**src/rtl/ctrl_pkg.sv**
```systemverilog
// Shared types for the RV32I multi-cycle controller: opcodes, mux-select enums,
// FSM state encoding and the one-hot instruction class.
package ctrl_pkg;

   localparam logic [6:0] OPC_LOAD   = 7'b0000011;
   localparam logic [6:0] OPC_STORE  = 7'b0100011;
   localparam logic [6:0] OPC_BRANCH = 7'b1100011;
   localparam logic [6:0] OPC_OP_IMM = 7'b0010011;
   localparam logic [6:0] OPC_OP     = 7'b0110011;
   localparam logic [6:0] OPC_LUI    = 7'b0110111;
   localparam logic [6:0] OPC_AUIPC  = 7'b0010111;
   localparam logic [6:0] OPC_JAL    = 7'b1101111;
   localparam logic [6:0] OPC_JALR   = 7'b1100111;

   typedef enum logic [2:0] {
      IMM_I    = 3'd0,
      IMM_S    = 3'd1,
      IMM_B    = 3'd2,
      IMM_U    = 3'd3,
      IMM_J    = 3'd4,
      IMM_NONE = 3'd7
   } imm_sel_e;

   typedef enum logic {
      PC_PLUS4 = 1'b0,
      PC_ALU   = 1'b1
   } pc_sel_e;

   typedef enum logic [1:0] {
      ALU_A_RS1  = 2'd0,
      ALU_A_PC   = 2'd1,
      ALU_A_ZERO = 2'd2
   } alu_a_sel_e;

   typedef enum logic [1:0] {
      WB_ALU = 2'd0,
      WB_MEM = 2'd1,
      WB_PC4 = 2'd2
   } wb_sel_e;

   typedef enum logic [2:0] {
      S_FETCH  = 3'd0,
      S_FWAIT  = 3'd1,
      S_DECODE = 3'd2,
      S_EXEC   = 3'd3,
      S_MREQ   = 3'd4,
      S_MWAIT  = 3'd5,
      S_WB     = 3'd6,
      S_TRAP   = 3'd7
   } state_e;

   typedef struct packed {
      logic load;
      logic store;
      logic branch;
      logic op_imm;
      logic op;
      logic lui;
      logic auipc;
      logic jal;
      logic jalr;
   } op_class_t;

endpackage

```
**src/rtl/ctrl_op_class.sv**
```systemverilog
// Opcode decoder: inst[6:0] -> one-hot instruction class and immediate-type select.
module ctrl_op_class
   import ctrl_pkg::*;
(
   input  logic [6:0] i_opcode,
   output op_class_t  o_cls,
   output logic       o_legal,
   output imm_sel_e   o_imm_sel
);

   always_comb begin
      o_cls     = '0;
      o_imm_sel = IMM_NONE;
      case (i_opcode)
         OPC_LOAD:   begin o_cls.load   = 1'b1; o_imm_sel = IMM_I; end
         OPC_STORE:  begin o_cls.store  = 1'b1; o_imm_sel = IMM_S; end
         OPC_BRANCH: begin o_cls.branch = 1'b1; o_imm_sel = IMM_B; end
         OPC_OP_IMM: begin o_cls.op_imm = 1'b1; o_imm_sel = IMM_I; end
         OPC_OP:     begin o_cls.op     = 1'b1; o_imm_sel = IMM_NONE; end
         OPC_LUI:    begin o_cls.lui    = 1'b1; o_imm_sel = IMM_U; end
         OPC_AUIPC:  begin o_cls.auipc  = 1'b1; o_imm_sel = IMM_U; end
         OPC_JAL:    begin o_cls.jal    = 1'b1; o_imm_sel = IMM_J; end
         OPC_JALR:   begin o_cls.jalr   = 1'b1; o_imm_sel = IMM_I; end
         default:    ;
      endcase
   end

   assign o_legal = |o_cls;

endmodule

```
**src/rtl/mc_ctrl_fsm.sv**
```systemverilog
// Multi-cycle RV32I main controller with imem/dmem handshakes and retire counter.
// Build option MC_ILLEGAL_TRAP_EN: unknown opcodes park in S_TRAP (adds port illegal).
//
// state    | meaning
// S_FETCH  | imem_req high until granted
// S_FWAIT  | wait for fetch data, latch IR on imem_rvalid
// S_DECODE | IR stable, immediate type presented
// S_EXEC   | ALU operands selected; branches retire here
// S_MREQ   | dmem_req high until granted
// S_MWAIT  | wait for load data / store ack; stores retire here
// S_WB     | register writeback and PC update, retire
// S_TRAP   | illegal opcode parked until reset (trap build only)
module mc_ctrl_fsm
   import ctrl_pkg::*;
#(
   parameter int INSTRET_W = 32
) (
   input  logic                 clk,
   input  logic                 rst,
   input  logic [31:0]          inst,
   input  logic                 br_taken,
   output logic                 imem_req,
   input  logic                 imem_gnt,
   input  logic                 imem_rvalid,
   output logic                 dmem_req,
   output logic                 dmem_we,
   input  logic                 dmem_gnt,
   input  logic                 dmem_rvalid,
   output logic                 ir_we,
   output logic                 pc_we,
   output logic                 pc_sel,
   output logic [2:0]           imm_sel,
   output logic [1:0]           alu_a_sel,
   output logic                 alu_b_sel,
   output logic [1:0]           wb_sel,
   output logic                 reg_we,
   output logic                 instret,
   output logic [INSTRET_W-1:0] instret_cnt
`ifdef MC_ILLEGAL_TRAP_EN
   ,
   output logic                 illegal
`endif
);

   state_e                r_state;
   logic [INSTRET_W-1:0]  r_instret_cnt;

   op_class_t  w_cls;
   logic       w_legal;
   imm_sel_e   w_cls_imm;
   logic       w_unused_inst;

   logic       w_imem_req, w_ir_we, w_pc_we, w_alu_b, w_dmem_req, w_dmem_we;
   logic       w_reg_we, w_instret;
   pc_sel_e    w_pc_sel;
   imm_sel_e   w_imm_sel;
   alu_a_sel_e w_alu_a;
   wb_sel_e    w_wb_sel;

   assign w_unused_inst = ^inst[31:7];

   ctrl_op_class u_op_class (
      .i_opcode  (inst[6:0]),
      .o_cls     (w_cls),
      .o_legal   (w_legal),
      .o_imm_sel (w_cls_imm)
   );

   // Outputs depend only on state, opcode and the rvalid/br_taken qualifiers;
   // requests never see a gnt, so there is no gnt->req loop through the memories.
   always_comb begin
      w_imem_req = 1'b0;
      w_ir_we    = 1'b0;
      w_pc_we    = 1'b0;
      w_pc_sel   = PC_PLUS4;
      w_imm_sel  = IMM_NONE;
      w_alu_a    = ALU_A_RS1;
      w_alu_b    = 1'b0;
      w_dmem_req = 1'b0;
      w_dmem_we  = 1'b0;
      w_wb_sel   = WB_ALU;
      w_reg_we   = 1'b0;
      w_instret  = 1'b0;
      if (!rst) begin
         case (r_state)
            S_FETCH:  w_imem_req = 1'b1;
            S_FWAIT:  w_ir_we    = imem_rvalid;
            S_DECODE: w_imm_sel  = w_cls_imm;
            S_EXEC: begin
               w_imm_sel = w_cls_imm;
               w_alu_b   = ~w_cls.op;
               if (w_cls.lui)
                  w_alu_a = ALU_A_ZERO;
               else if (w_cls.auipc || w_cls.jal || w_cls.branch)
                  w_alu_a = ALU_A_PC;
               if (w_cls.branch) begin
                  w_pc_we   = 1'b1;
                  w_pc_sel  = br_taken ? PC_ALU : PC_PLUS4;
                  w_instret = 1'b1;
               end
            end
            S_MREQ: begin
               w_imm_sel  = w_cls_imm;
               w_dmem_req = 1'b1;
               w_dmem_we  = w_cls.store;
            end
            S_MWAIT: begin
               w_imm_sel = w_cls_imm;
               if (dmem_rvalid && w_cls.store) begin
                  w_pc_we   = 1'b1;
                  w_instret = 1'b1;
               end
            end
            S_WB: begin
               w_imm_sel = w_cls_imm;
               w_reg_we  = w_legal;
               w_pc_we   = 1'b1;
               w_instret = 1'b1;
               if (w_cls.load)
                  w_wb_sel = WB_MEM;
               else if (w_cls.jal || w_cls.jalr)
                  w_wb_sel = WB_PC4;
               if (w_cls.jal || w_cls.jalr)
                  w_pc_sel = PC_ALU;
            end
            default: ;
         endcase
      end
   end

   always_ff @(posedge clk) begin
      if (rst) begin
         r_state       <= S_FETCH;
         r_instret_cnt <= '0;
      end else begin
         if (w_instret)
            r_instret_cnt <= r_instret_cnt + INSTRET_W'(1);
         case (r_state)
            S_FETCH:  if (imem_gnt)    r_state <= S_FWAIT;
            S_FWAIT:  if (imem_rvalid) r_state <= S_DECODE;
            S_DECODE: begin
`ifdef MC_ILLEGAL_TRAP_EN
               r_state <= w_legal ? S_EXEC : S_TRAP;
`else
               r_state <= w_legal ? S_EXEC : S_WB;
`endif
            end
            S_EXEC: begin
               if (w_cls.branch)
                  r_state <= S_FETCH;
               else if (w_cls.load || w_cls.store)
                  r_state <= S_MREQ;
               else
                  r_state <= S_WB;
            end
            S_MREQ:   if (dmem_gnt) r_state <= S_MWAIT;
            S_MWAIT:  if (dmem_rvalid) r_state <= w_cls.store ? S_FETCH : S_WB;
            S_WB:     r_state <= S_FETCH;
`ifdef MC_ILLEGAL_TRAP_EN
            S_TRAP:   r_state <= S_TRAP;
`endif
            default:  r_state <= S_FETCH;
         endcase
      end
   end

   assign imem_req    = w_imem_req;
   assign ir_we       = w_ir_we;
   assign pc_we       = w_pc_we;
   assign pc_sel      = w_pc_sel;
   assign imm_sel     = w_imm_sel;
   assign alu_a_sel   = w_alu_a;
   assign alu_b_sel   = w_alu_b;
   assign dmem_req    = w_dmem_req;
   assign dmem_we     = w_dmem_we;
   assign wb_sel      = w_wb_sel;
   assign reg_we      = w_reg_we;
   assign instret     = w_instret;
   assign instret_cnt = r_instret_cnt;
`ifdef MC_ILLEGAL_TRAP_EN
   assign illegal     = ~rst && (r_state == S_TRAP);
`endif

endmodule
```
**config.mk**
```make
export PLATFORM = sky130hd
export DESIGN_NAME = mc_ctrl_fsm
export DESIGN_NICKNAME = d
export VERILOG_FILES = /design/src/rtl/ctrl_pkg.sv /design/src/rtl/ctrl_op_class.sv /design/src/rtl/mc_ctrl_fsm.sv
export SDC_FILE = /design/constraint.sdc
export NUM_CORES = 1
export LEC_CHECK = 0
export CORE_ASPECT_RATIO = 1.1
export CORE_UTILIZATION = 30
export CTS_CLUSTER_SIZE = 30
export DETAILED_ROUTE_END_ITERATION = 8
export GPL_TIMING_DRIVEN = 0
export PLACE_DENSITY = 0.61
export SLEW_MARGIN = 20
export SYNTH_ARGS = -nofsm -noshare
export SYNTH_HDL_FRONTEND = slang
export SYNTH_SLANG_ARGS = --single-unit
```
**constraint.sdc**
```tcl
create_clock -name clk -period 4 [get_ports clk]
set_input_delay 1 -clock clk [delete_from_list [all_inputs] [get_ports clk]]
set_output_delay 1 -clock clk [all_outputs]
set_load 0.01 [all_outputs]
```
# After elaboration in Yosys (flattened, before gate mapping)
# Cells that the tools add are included.
# op_classes
add_sub_neg,1
eq_ne,19
muxes,50
bitwise_logic,1
reduce_logical,11
# ops
operator,count
$add A32 B1 Y32 const B,1
$mux W1,29
$mux W3,9
$eq A7 B6 Y1 const B,3
$eq A7 B7 Y1 const B,3
$pmux W3 S6,1
$mux W2,8
$pmux W3 S5,1
$eq A7 B5 Y1 const B,2
$eq A3 B3 Y1 const B,3
$reduce_or A9 Y1,1
$ne A2 B2 Y1 const B,4
$eq A7 B2 Y1 const B,1
$eq A3 B2 Y1 const B,2
$reduce_or A5 Y1,1
$logic_or A1 B1 Y1,4
$reduce_and A4 Y1,1
$eq A3 B1 Y1 const B,1
$logic_not A3 Y1,1
$pmux W1 S3,1
$reduce_or A3 Y1,1
$pmux W1 S2,1
$reduce_or A2 Y1,1
$logic_and A1 B1 Y1,1
$not A1 Y1,1
# totals
regBits,35
out_inout_bits,48
wordCells,84

# Logic depth before layout (Yosys ltp)
# depth
ltp_word,8
ltp_mapped,7
ltp_nobuf,5

# Modules after synthesis
# Synthesis repeated with hierarchy kept, for this count alone.
# unflattened
cells_unflattened,284
hier_area_um2,2254.7
# modules_own_cells
module,instances,cells_per_inst,area_each_um2
mc_ctrl_fsm,1,249,2057.0
ctrl_op_class,1,35,197.7

# Worst setup path after synthesis
# Ideal clock, no wire load.
# synth_path
path_type,input to output
from,input port inst[6]
to,output port pc_we
arrival_time_ns,2.344
required_ns,3.000
setup_slack_ns,0.656
stages,7
n_path_buf,3
path_cell_list,buf_2 nand4bb_1 o211ai_2 buf_4 and2_1 nor2b_1 buf_4
# synth_between
elab_chain_cells,6
# synth_rtl
element,line_no,text
"start, declared",mc_ctrl_fsm.sv:20,"input logic [31:0] inst,"
$eq A7 B6 Y1,ctrl_op_class.sv:14,case (i_opcode)
$mux W1,ctrl_op_class.sv:14,
$logic_and A1 B1 Y1,mc_ctrl_fsm.sv:109,if (dmem_rvalid && w_cls.store) begin
$mux W1,-,
$pmux W1 S3 (*),-,
$mux W1 (*),-,
"end, declared",mc_ctrl_fsm.sv:30,"output logic pc_we,"
# Every way passes the cells marked *; elsewhere a longest branch is shown, timed or not.

# Final worst setup path
# layout_path
from,input port inst[2]
to,output port pc_we
# layout_between
elab_chain_cells,6
# layout_rtl
element,line_no,text
$eq A7 B6 Y1,ctrl_op_class.sv:14,
$mux W1,ctrl_op_class.sv:14,
$logic_and A1 B1 Y1,mc_ctrl_fsm.sv:109,
$mux W1,mc_ctrl_fsm.sv:109,
$pmux W1 S3 (*),mc_ctrl_fsm.sv:85,case (r_state)
$mux W1 (*),mc_ctrl_fsm.sv:84,if (!rst) begin
# Marks and branches as above.

==> impl_metrics.json <==
{
  "worstPathArrival_ps": 2880,
  "skew_ps": 8.74,
  "grt-ovfl-total": 0,
  "power_uw": 765,
  "dp_hpwl_mm": 4.33,
  "ctsHoldBuffers": 0,
  "final.min_clock_period_ps": 3880,
  "p_comb_share_pct": 15.0,
  "switching_share_pct": 26.9,
  "syn_area_per_cell_um2": 7.94,
  "seqPwrFrac_pct": 46.7,
  "gp_congestion": 0.900,
  "finalWirelength_mm": 5.84,
  "hold_viol_final": 0,
  "cts_made_buffers": 5,
  "dr.pass1.iters": 4,
  "rrSetupSlack_ps": 1740,
  "grt_pass1_wl_mm": 9.61,
  "slowest_stage": "clkdlybuf4s50_1",
  "slew_viol_final": 0,
  "nFillCells": 659,
  "ys_types": 48,
  "wire_per_inst_um": 13.9,
  "diodes": 0,
  "start_kind": "input port",
  "max_cap_viol_count": 0,
  "top_layer_used": "met4",
  "grt_pass1_vias": 2004,
  "path_cells": "dlygate4sd2_1, nand4bb_4, o21ai_4, buf_6, and2_4, nor2b_2, buf_4, clkdlybuf4s50_1",
  "grt_max_degree": 12,
  "die-area_um2": 7380,
  "root_buffer": "clkbuf_8",
  "cts_tree": "done",
  "p_int_uw": 559,
  "final.period_utilization_pct": 97.1,
  "switching_power_uw": 206,
  "antenna_found_initial": 0,
  "status": "finished clean",
  "syn_area_um2": 2110,
  "worstPathMaxFanout": 10,
  "syn2layout_area_growth_pct": 39.9,
  "synthCells": 266,
  "pwr-share-clk_pct": 38.4,
  "setup-violations-final": 0,
  "worst-setup-path-type": "in -> out",
  "cts_buffer_depth": 2,
  "drive_above_1_share_pct": 10.7,
  "via_per_inst": 5.24,
  "end_kind": "output port",
  "power.density_nw_per_um2": 259,
  "drtIter0Drc": 133,
  "vias": 2194,
  "worstMarginPinSlew_ps": 559,
  "fmax_ghz": 0.257,
  "hold_ws_ps": 483,
  "nets": 376,
  "core_um2": 6710,
  "start_util_pct": 31.5,
  "leakagePower_nw": 0.965,
  "num_rows": 31,
  "yosys_warnings": 0,
  "cts_num_sinks": 35,
  "ys_seq_elements": 35,
  "ios": 87,
  "die-width_um": 82,
  "max_slew_margin_pct": 62.8,
  "drtAntennaViolNets": 0,
  "post-route-drc-count": 0,
  "rsz0062_at_grt": "false",
  "cp_slowest_stage_delay_ps": 510,
  "ir_worst_vdd_v": 0.000145,
  "clock_latency_ps": 290,
  "clk_pin_slew_worst_paths_ps": 70,
  "syn-num-nets": 306,
  "port-buffer-count": 59,
  "yosysSeqAreaShare_pct": 33.2,
  "dr_wl_met2_mm": 2.85,
  "wl_met1_mm": 2.73,
  "worstPathRequired_ps": 3000,
  "dieHeight_um": 90,
  "met3WireLength_um": 196,
  "h-tree-depth": 2,
  "hold_path_class": "reg -> reg",
  "grt_usage_pct": 16.5,
  "finalCoreUtilization_pct": 44.0
}
power groups by stage:
stage	Sequential, mW	Clock [mW]	Combinational [mW]
floorplan	0.364	0	0.0713
detailed placement	0.365	0	0.113
global placement	0.365	0	0.110
finish	0.357	0.294	0.115
global route	0.358	0.311	0.128
CTS	0.357	0.297	0.114
cells by family (layout without fill, tap and decap cells):
| logic type | Yosys count | count (layout) | synth area share [%] |
|---|---|---|---|
| AO/OA/AOI/OAI | 62 | 62 | 17.2 |
| XOR/XNOR | 10 | 10 | 4.15 |
| adder cells (fa/ha/maj) | 1 | 1 | 0.592 |
| buffers and inverters | 24 | 95 | 5.33 |
| flip-flops | 35 | 35 | 33.2 |
| multiplexers | 2 | 2 | 1.54 |
| AND/OR/NAND/NOR | 132 | 132 | 38.0 |
layout by cell type, fill, tap and decap left out, types with 5 or more instances in the layout:
| master | instances |
|---|---|
| inv_1 | 8 |
| buf_4 | 6 |
| nand3_1 | 10 |
| or3_1 | 16 |
| nand2_1 | 20 |
| nand4_1 | 10 |
| a21oi_1 | 24 |
| xor2_1 | 8 |
| o31ai_1 | 6 |
| clkbuf_8 | 7 |
| clkbuf_1 | 9 |
| or4_1 | 6 |
| nor3_1 | 7 |
| o21ai_0 | 20 |
| and3_1 | 5 |
| dfxtp_1 | 35 |
| nor2_1 | 24 |
| dlygate4sd2_1 | 6 |
| clkdlybuf4s50_1 | 53 |
layer usage:
| layer | vias up | GRT usage [%] |
|---|---|---|
| met5 | - | 0 |
| met2 | 41 | 26.7 |
| li1 | 1117 | - |
| met1 | 1031 | 21.6 |
| met3 | 5 | 3.45 |
| met4 | 0 | 4.53 |
cell type report:
class / instances / area, um^2 / area share (%)
Clock buffer: 7 / 96.3 / 3.26
Sequential cell: 35 / 701 / 23.7
Multi-Input combinational cell: 207 / 1320 / 44.6
Tap cell: 82 / 103 / 3.47
Timing Repair Buffer: 63 / 613 / 20.7
Inverter: 8 / 30.0 / 1.02
Clock inverter: 1 / 7.51 / 0.254
Buffer: 16 / 86.3 / 2.92
metrics by stage:
stage / instances / worst slack (ps) / instance area (um^2) / setup TNS [ps]
3_3_place_gp: 407 / -297 / 2810 / -509
2_1_floorplan: 266 / 656 / 2110 / 0
5_1_grt: 419 / 13.8 / 2960 / 0
6_report: 419 / 115 / 2960 / 0
4_1_cts: 417 / 28.4 / 2940 / 0
3_5_place_dp: 407 / -303 / 2810 / -523
state kept, by name, indices dropped and copies added (netlist names):
register / flops
instret_cnt: 32
r_state: 3
cell usage after synthesis, drive strengths merged:
cell type	instances	area, um^2
nor4b	2	17.5
nand2b	4	25.0
or2	2	12.5
dfxtp	35	701
xnor2	2	17.5
nor3	7	35.0
nand3	11	60.1
o31ai	6	45.0
a21o	1	7.51
a32oi	1	8.76
o211ai	3	27.5
a2111oi	1	8.76
or4	6	45.0
a22oi	1	7.51
nor2	25	96.4
a211oi	2	15.0
nor2b	4	25.0
nand2	20	75.1
or3	16	100
nor4	6	73.8
nand4bb	2	38.8
ha	1	12.5
a221oi	1	8.76
and3	5	31.3
nand4b	2	17.5
inv	8	30.0
nand3b	2	15.0
mux4	1	22.5
xor2	8	70.1
nand4	13	100
mux2i	1	10.0
a31oi	1	6.26
a21oi	24	120
buf	7	48.8
and4	1	8.76
and2	4	25.0
clkbuf	9	33.8
o21ai	21	109
path summary, 6_finish.rpt:
path                                       from              end  cells after the start
worst max register to register       r_state[2]  instret_cnt[31]                      8
worst min register to register  instret_cnt[31]  instret_cnt[31]                      2
worst max-delay path                    inst[2]            pc_we                      8
worst min-delay path            instret_cnt[31]  instret_cnt[31]                      2
repair_timing:
action                                 CTS  global route
endpoints found under the hold margin    0             0
gates resized for setup                 11             1
gates cloned                             0             0
pin swaps                                2             1
setup buffers                            2             2
setup endpoints to repair                2             2
worst max-delay path: cells and delay by family:
kind	cells	cell delay [ps]
and+or+nand+nor	3	590
AOI/OAI and AO/OA	1	200
buffers and inverters	4	1080
(Power assumes the default switching activity.)
